===== config.mk =====
export PLATFORM = sky130hd
export DESIGN_NAME = imem_program_loader
export DESIGN_NICKNAME = d
export VERILOG_FILES = /design/src/rtl/imem_program_loader.sv
export SDC_FILE = /design/constraint.sdc
export NUM_CORES = 1
export LEC_CHECK = 0
export CORE_MARGIN = 2
export CORE_UTILIZATION = 48
export DETAILED_ROUTE_END_ITERATION = 16
export GPL_TIMING_DRIVEN = 1
export MAX_ROUTING_LAYER = met4
export PLACE_DENSITY = 0.76
export RECOVER_POWER = 25
export SYNTH_ARGS = -nofsm -noshare
export SYNTH_HDL_FRONTEND = slang
export SYNTH_SLANG_ARGS = --single-unit

===== constraint.sdc =====
create_clock -name clk -period 1.95 [get_ports clk]
set_input_delay 0.39 -clock clk [delete_from_list [all_inputs] [get_ports clk]]
set_output_delay 0.39 -clock clk [all_outputs]
set_load 0.03 [all_outputs]

===== src/rtl/imem_program_loader.sv =====
// Boot loader: collects a length-prefixed, XOR-checksummed byte stream into 32-bit words,
// writes them to instruction memory and releases the core only after a clean load.
module imem_program_loader #(
    parameter int ADDR_W = 8
) (
    input  logic              clk,
    input  logic              rst,
    input  logic              start,
    input  logic              in_valid,
    input  logic [7:0]        in_data,
    output logic              in_ready,
    output logic              imem_we,
    output logic [ADDR_W-1:0] imem_addr,
    output logic [31:0]       imem_wdata,
    output logic              cpu_rst,
    output logic              busy,
    output logic              done,
    output logic              error
);
    typedef enum logic [2:0] {IDLE, LEN0, LEN1, DATA, WRITE, CSUM, DONE, ERROR} state_t;

    localparam logic [16:0] CAP = 17'(1) << ADDR_W;

    state_t            state, state_nxt;
    logic [15:0]       len;
    logic [7:0]        csum;
    logic [1:0]        byte_cnt;
    logic [ADDR_W:0]   word_cnt;
    logic [31:0]       word;
    logic [16:0]       n_full;
    logic              last_word;

    // Full word count as seen while the high length byte is on the bus.
    assign n_full    = {1'b0, in_data, len[7:0]};
    assign last_word = (32'(word_cnt) + 32'd1) == 32'(len);

    assign imem_addr  = word_cnt[ADDR_W-1:0];
    assign imem_wdata = word;

    always_ff @(posedge clk) begin
        if (rst) state <= IDLE;
        else     state <= state_nxt;
    end

    always_comb begin
        state_nxt = state;
        in_ready  = 1'b0;
        imem_we   = 1'b0;
        busy      = 1'b1;
        cpu_rst   = 1'b1;
        done      = 1'b0;
        error     = 1'b0;
        case (state)
            IDLE: begin
                busy = 1'b0;
                if (start) state_nxt = LEN0;
            end
            LEN0: begin
                in_ready = 1'b1;
                if (in_valid) state_nxt = LEN1;
            end
            LEN1: begin
                in_ready = 1'b1;
                if (in_valid) begin
                    if (n_full == 17'd0)  state_nxt = CSUM;
                    else if (n_full > CAP) state_nxt = ERROR;
                    else                   state_nxt = DATA;
                end
            end
            DATA: begin
                in_ready = 1'b1;
                if (in_valid && byte_cnt == 2'd3) state_nxt = WRITE;
            end
            WRITE: begin
                imem_we   = 1'b1;
                state_nxt = last_word ? CSUM : DATA;
            end
            CSUM: begin
                in_ready = 1'b1;
                if (in_valid) state_nxt = (in_data == csum) ? DONE : ERROR;
            end
            DONE: begin
                busy    = 1'b0;
                cpu_rst = 1'b0;
                done    = 1'b1;
                if (start) state_nxt = LEN0;
            end
            ERROR: begin
                busy  = 1'b0;
                error = 1'b1;
                if (start) state_nxt = LEN0;
            end
            default: state_nxt = IDLE;
        endcase
    end

    always_ff @(posedge clk) begin
        if (rst) begin
            len      <= '0;
            csum     <= '0;
            byte_cnt <= '0;
            word_cnt <= '0;
            word     <= '0;
        end else begin
            case (state)
                IDLE, DONE, ERROR: begin
                    if (start) begin
                        csum     <= '0;
                        byte_cnt <= '0;
                        word_cnt <= '0;
                    end
                end
                LEN0: begin
                    if (in_valid) begin
                        len[7:0] <= in_data;
                        csum     <= csum ^ in_data;
                    end
                end
                LEN1: begin
                    if (in_valid) begin
                        len[15:8] <= in_data;
                        csum      <= csum ^ in_data;
                    end
                end
                DATA: begin
                    if (in_valid) begin
                        word[8*byte_cnt +: 8] <= in_data;
                        byte_cnt              <= byte_cnt + 2'd1;
                        csum                  <= csum ^ in_data;
                    end
                end
                WRITE: word_cnt <= word_cnt + 1'b1;
                default: ;
            endcase
        end
    end
endmodule

==> results of run 1 <==
## cell families (layout without fill, tap and decap cells)
kind of cell             after synthesis  count (layout)
AO/OA/AOI/OAI                         99              99
adder cells (fa/ha/maj)                6               6
AND/OR/NAND/NOR                      197             197
multiplexers                           8               8
flip-flops                            70              70
buffers and inverters                 44             121
XOR/XNOR                              17              17
## through the flow
stage | setup WS (ns) | power, uW | area, sq um | hold slack, ns
CTS | -0.0274 | 4360 | 4490 | 0.425
detailed placement | -0.535 | 3150 | 4280 | 0.445
finish | 0.0321 | 4360 | 4520 | 0.441
global route | -0.0285 | 4600 | 4520 | 0.471
global placement | -0.489 | 3110 | 4280 | 0.438
floorplan | -0.000960 | 2640 | 3510 | 0.450
## state kept, by name, summed over array words and instances, names as in the netlist
name	count
csum	8
len	16
word_cnt	9
byte_cnt	2
imem_wdata	32
state	3
## power by group through the flow
stage	clock network (uW)	logic, uW	registers [uW]
2_1_floorplan	0	965	1670
3_3_place_gp	0	1440	1670
3_5_place_dp	0	1480	1670
4_1_cts	1200	1520	1640
5_1_grt	1270	1660	1670
6_report	1190	1510	1660
## worst max-delay path: stages
cell and delay, ns:
buf_6 0.10, or4_4 0.54, nor4_4 0.38, a211oi_2 0.14, buf_4 0.15, o41a_2 0.36, o31a_1 0.11
## metal layers
layer  vias up  share of wire (%)
li1       1672                  -
met1      1562                 45
met2        83                 48
met3        10                5.3
met4         0                1.3
met5         -                  0
## synthesized netlist by cell type (2+ instances only)
library cell  count
nor2_1           31
inv_1             6
and3_1            4
and4_1            2
o21ai_1           2
and2_1            7
nor3b_1           4
or4_1             4
nor2b_1           6
nor3_1            6
nand3_1          40
nand2_1          59
mux2i_1           8
ha_1              6
xnor2_1          11
buf_4            15
xor2_1            6
or3_1             9
a21oi_1          62
nand3b_1          9
nand2b_1          2
nor4_1            3
dfxtp_1          70
nand4_1           3
a211oi_1          4
buf_6             2
buf_2             5
clkbuf_1         15
o21ai_0          19
## what timing repair did
item                       CTS  global route
resized for setup           28            17
pin swaps                    6             6
setup buffers                1             1
setup endpoints to repair    9             8
## cell type report
| class | count | area [sq um] | area share (%) |
|---|---|---|---|
| sequential | 70 | 1410 | 31.2 |
| timing repair buffer | 98 | 832 | 18.4 |
| clock inverter | 6 | 70.1 | 1.55 |
| tap | 99 | 124 | 2.74 |
| multi-input combinational | 327 | 1930 | 42.7 |
| clock buffer | 10 | 128 | 2.83 |
| inverter | 7 | 26.3 | 0.582 |
## worst paths after layout
| kind | start | end | slack (ns) | cells past startpoint |
|---|---|---|---|---|
| setup / recovery | in_data[6] | state[1] | 0.03 | 7 |
| hold / removal | rst | word_cnt[0] | 0.44 | 2 |
| setup reg to reg | len[5] | state[1] | 0.05 | 6 |
| hold reg to reg | imem_wdata[30] | imem_wdata[30] | 0.45 | 2 |
==> results.txt, run 1 <==
Antenna cells: 0
YS warnings: 0
H-tree depth: 3
Unrepaired setup endpoints after global routing: yes
Max-Cap Viols: 0
Final Cycle Share: 98.4%
Post-synthesis area per instance: 7.96 sq um
Synth area leaders: dfxtp_1, a21oi_1, nand2_1
Vias in the first global route: 3,014
#FFs+latches synth: 70
Share of flip-flops with an asynchronous set or reset: 0%
Logic pwr share: 34.6%
Cell taking the most area after synthesis: dfxtp_1
Min-delay worst type: in2reg
Vias per inst: 5.39
Critical Path Fanout Max: 2
P_leak: 0.00160 uW
Commonest non-fill, non-tap cells in the layout: dfxtp_1, a21oi_1, nand2_1, clkdlybuf4s50_1, nand3_1
IO Pins: 58
DR iter-0 viols: 167
Root buffer cell: clkbuf_8
Clock-pin slew of the registers on the worst-case setup and hold paths: 0.08 ns
Slew @ Worst Pin: 0.581 ns
Initial antenna violation count: 0
Detailed Routing Iterations Pass 1: 4
DPL Wire Length: 6380 microns
Count of input and output buffers: 57
First-pass GRT wire length: 14,600 microns
Fmax: 521 MHz
Pin count of the biggest net entering global routing: 55
Worst Setup Path Type: in2reg
Xor/xnor share of the synthesized area: 4.24%
CTS Hold Bufs: 0
Clock tree buffer depth: 2
Area growth syn-to-layout: 28.6%
Switching pwr: 1580 uW
CTS tree: built
DRC: 0
GR Util met3: 5.36%
Cells after Synth: 441
Setup TNS: 0 ns
Row cnt: 31
Ys flop type: dfxtp_1
Post-Synth Adder-Cell Area: 2.14%
Layout cells sized above 1: 16.8%
Core footprint: 7180 sq um
Routed wire length: 9180 microns
Post-synth EDFFs: 0
Unique cell type count in the Yosys netlist: 50
FILL cells: 636
Count of final hold-check violations: 0
Area share of the largest cell type after synthesis: 39.9%
CP Capture Type: flip-flop
Critical Path AT: 2.16 ns
Status: finished, final reports clean
Post-synthesis sequential area ratio: 39.9%
Worst Setup Start Kind: input port
GRT overflow: 0
Worst VDD drop: 0.566 mV
Clk sink count: 70
Die Y: 89.5 microns
Sw Share: 36.1%
Largest family of logic cells by synthesized area: simple AND/OR/NAND/NOR gates
Grt met2 use: 38.9%
Proportion of power drawn by flip-flops and latches: 38.0%
Inst Count DP: 599
Mapped Area: 3510 sq um
Power Internal: 2780 uW
Global-route layer with the greatest usage: met2
Clock buffer count from CTS: 9
Worst endpoint required time: 2.19 ns
Syn_nets: 459
Post-Synth Simple-Gate Area: 28.9%
Worst-skew pair later-pin latency: 0.35 ns
Slew HR: 61.0%
Skew final: 0.00953 ns
Most common cell after layout, fill and taps aside: dfxtp_1
Overall global routing resource usage: 24.5%
Final Critical Period: 1.92 ns
Layout Utilization: 62.9%
Wire per inst: 14.9 microns
Detailed-route via count: 3,327
Synth Area in Compound Gates: 15.6%
Pwr dens: 965 nW/um^2
Max Slew Vio Count: 0
Final setup fails: 0
Initial Util: 48.9%
GPL Wtd Cong: 0.866
Die Width: 89.5 microns
Die ar.: 8010 sq um
Global routing met1 resource utilization: 31.0%
Post-route antenna net violation count: 0
Non-Filler Instances: 617
Power share of the clock group: 27.4%
Mux share of post-synthesis cell area: 2.28%
Nets: 531
Note: power is estimated with default switching activity, not from simulation.
==> run 2: changes to the inputs <==
GPL_ROUTABILITY_DRIVEN = 0   (was unset)
==> results of run 2 <==
No change in the layout: final DEF, timing and power equal those of run 1.
==> run 3: changes to the inputs <==
CAP_MARGIN = 20   (was unset)
==> results of run 3 <==
No change in the layout: final DEF, timing and power equal those of run 1.
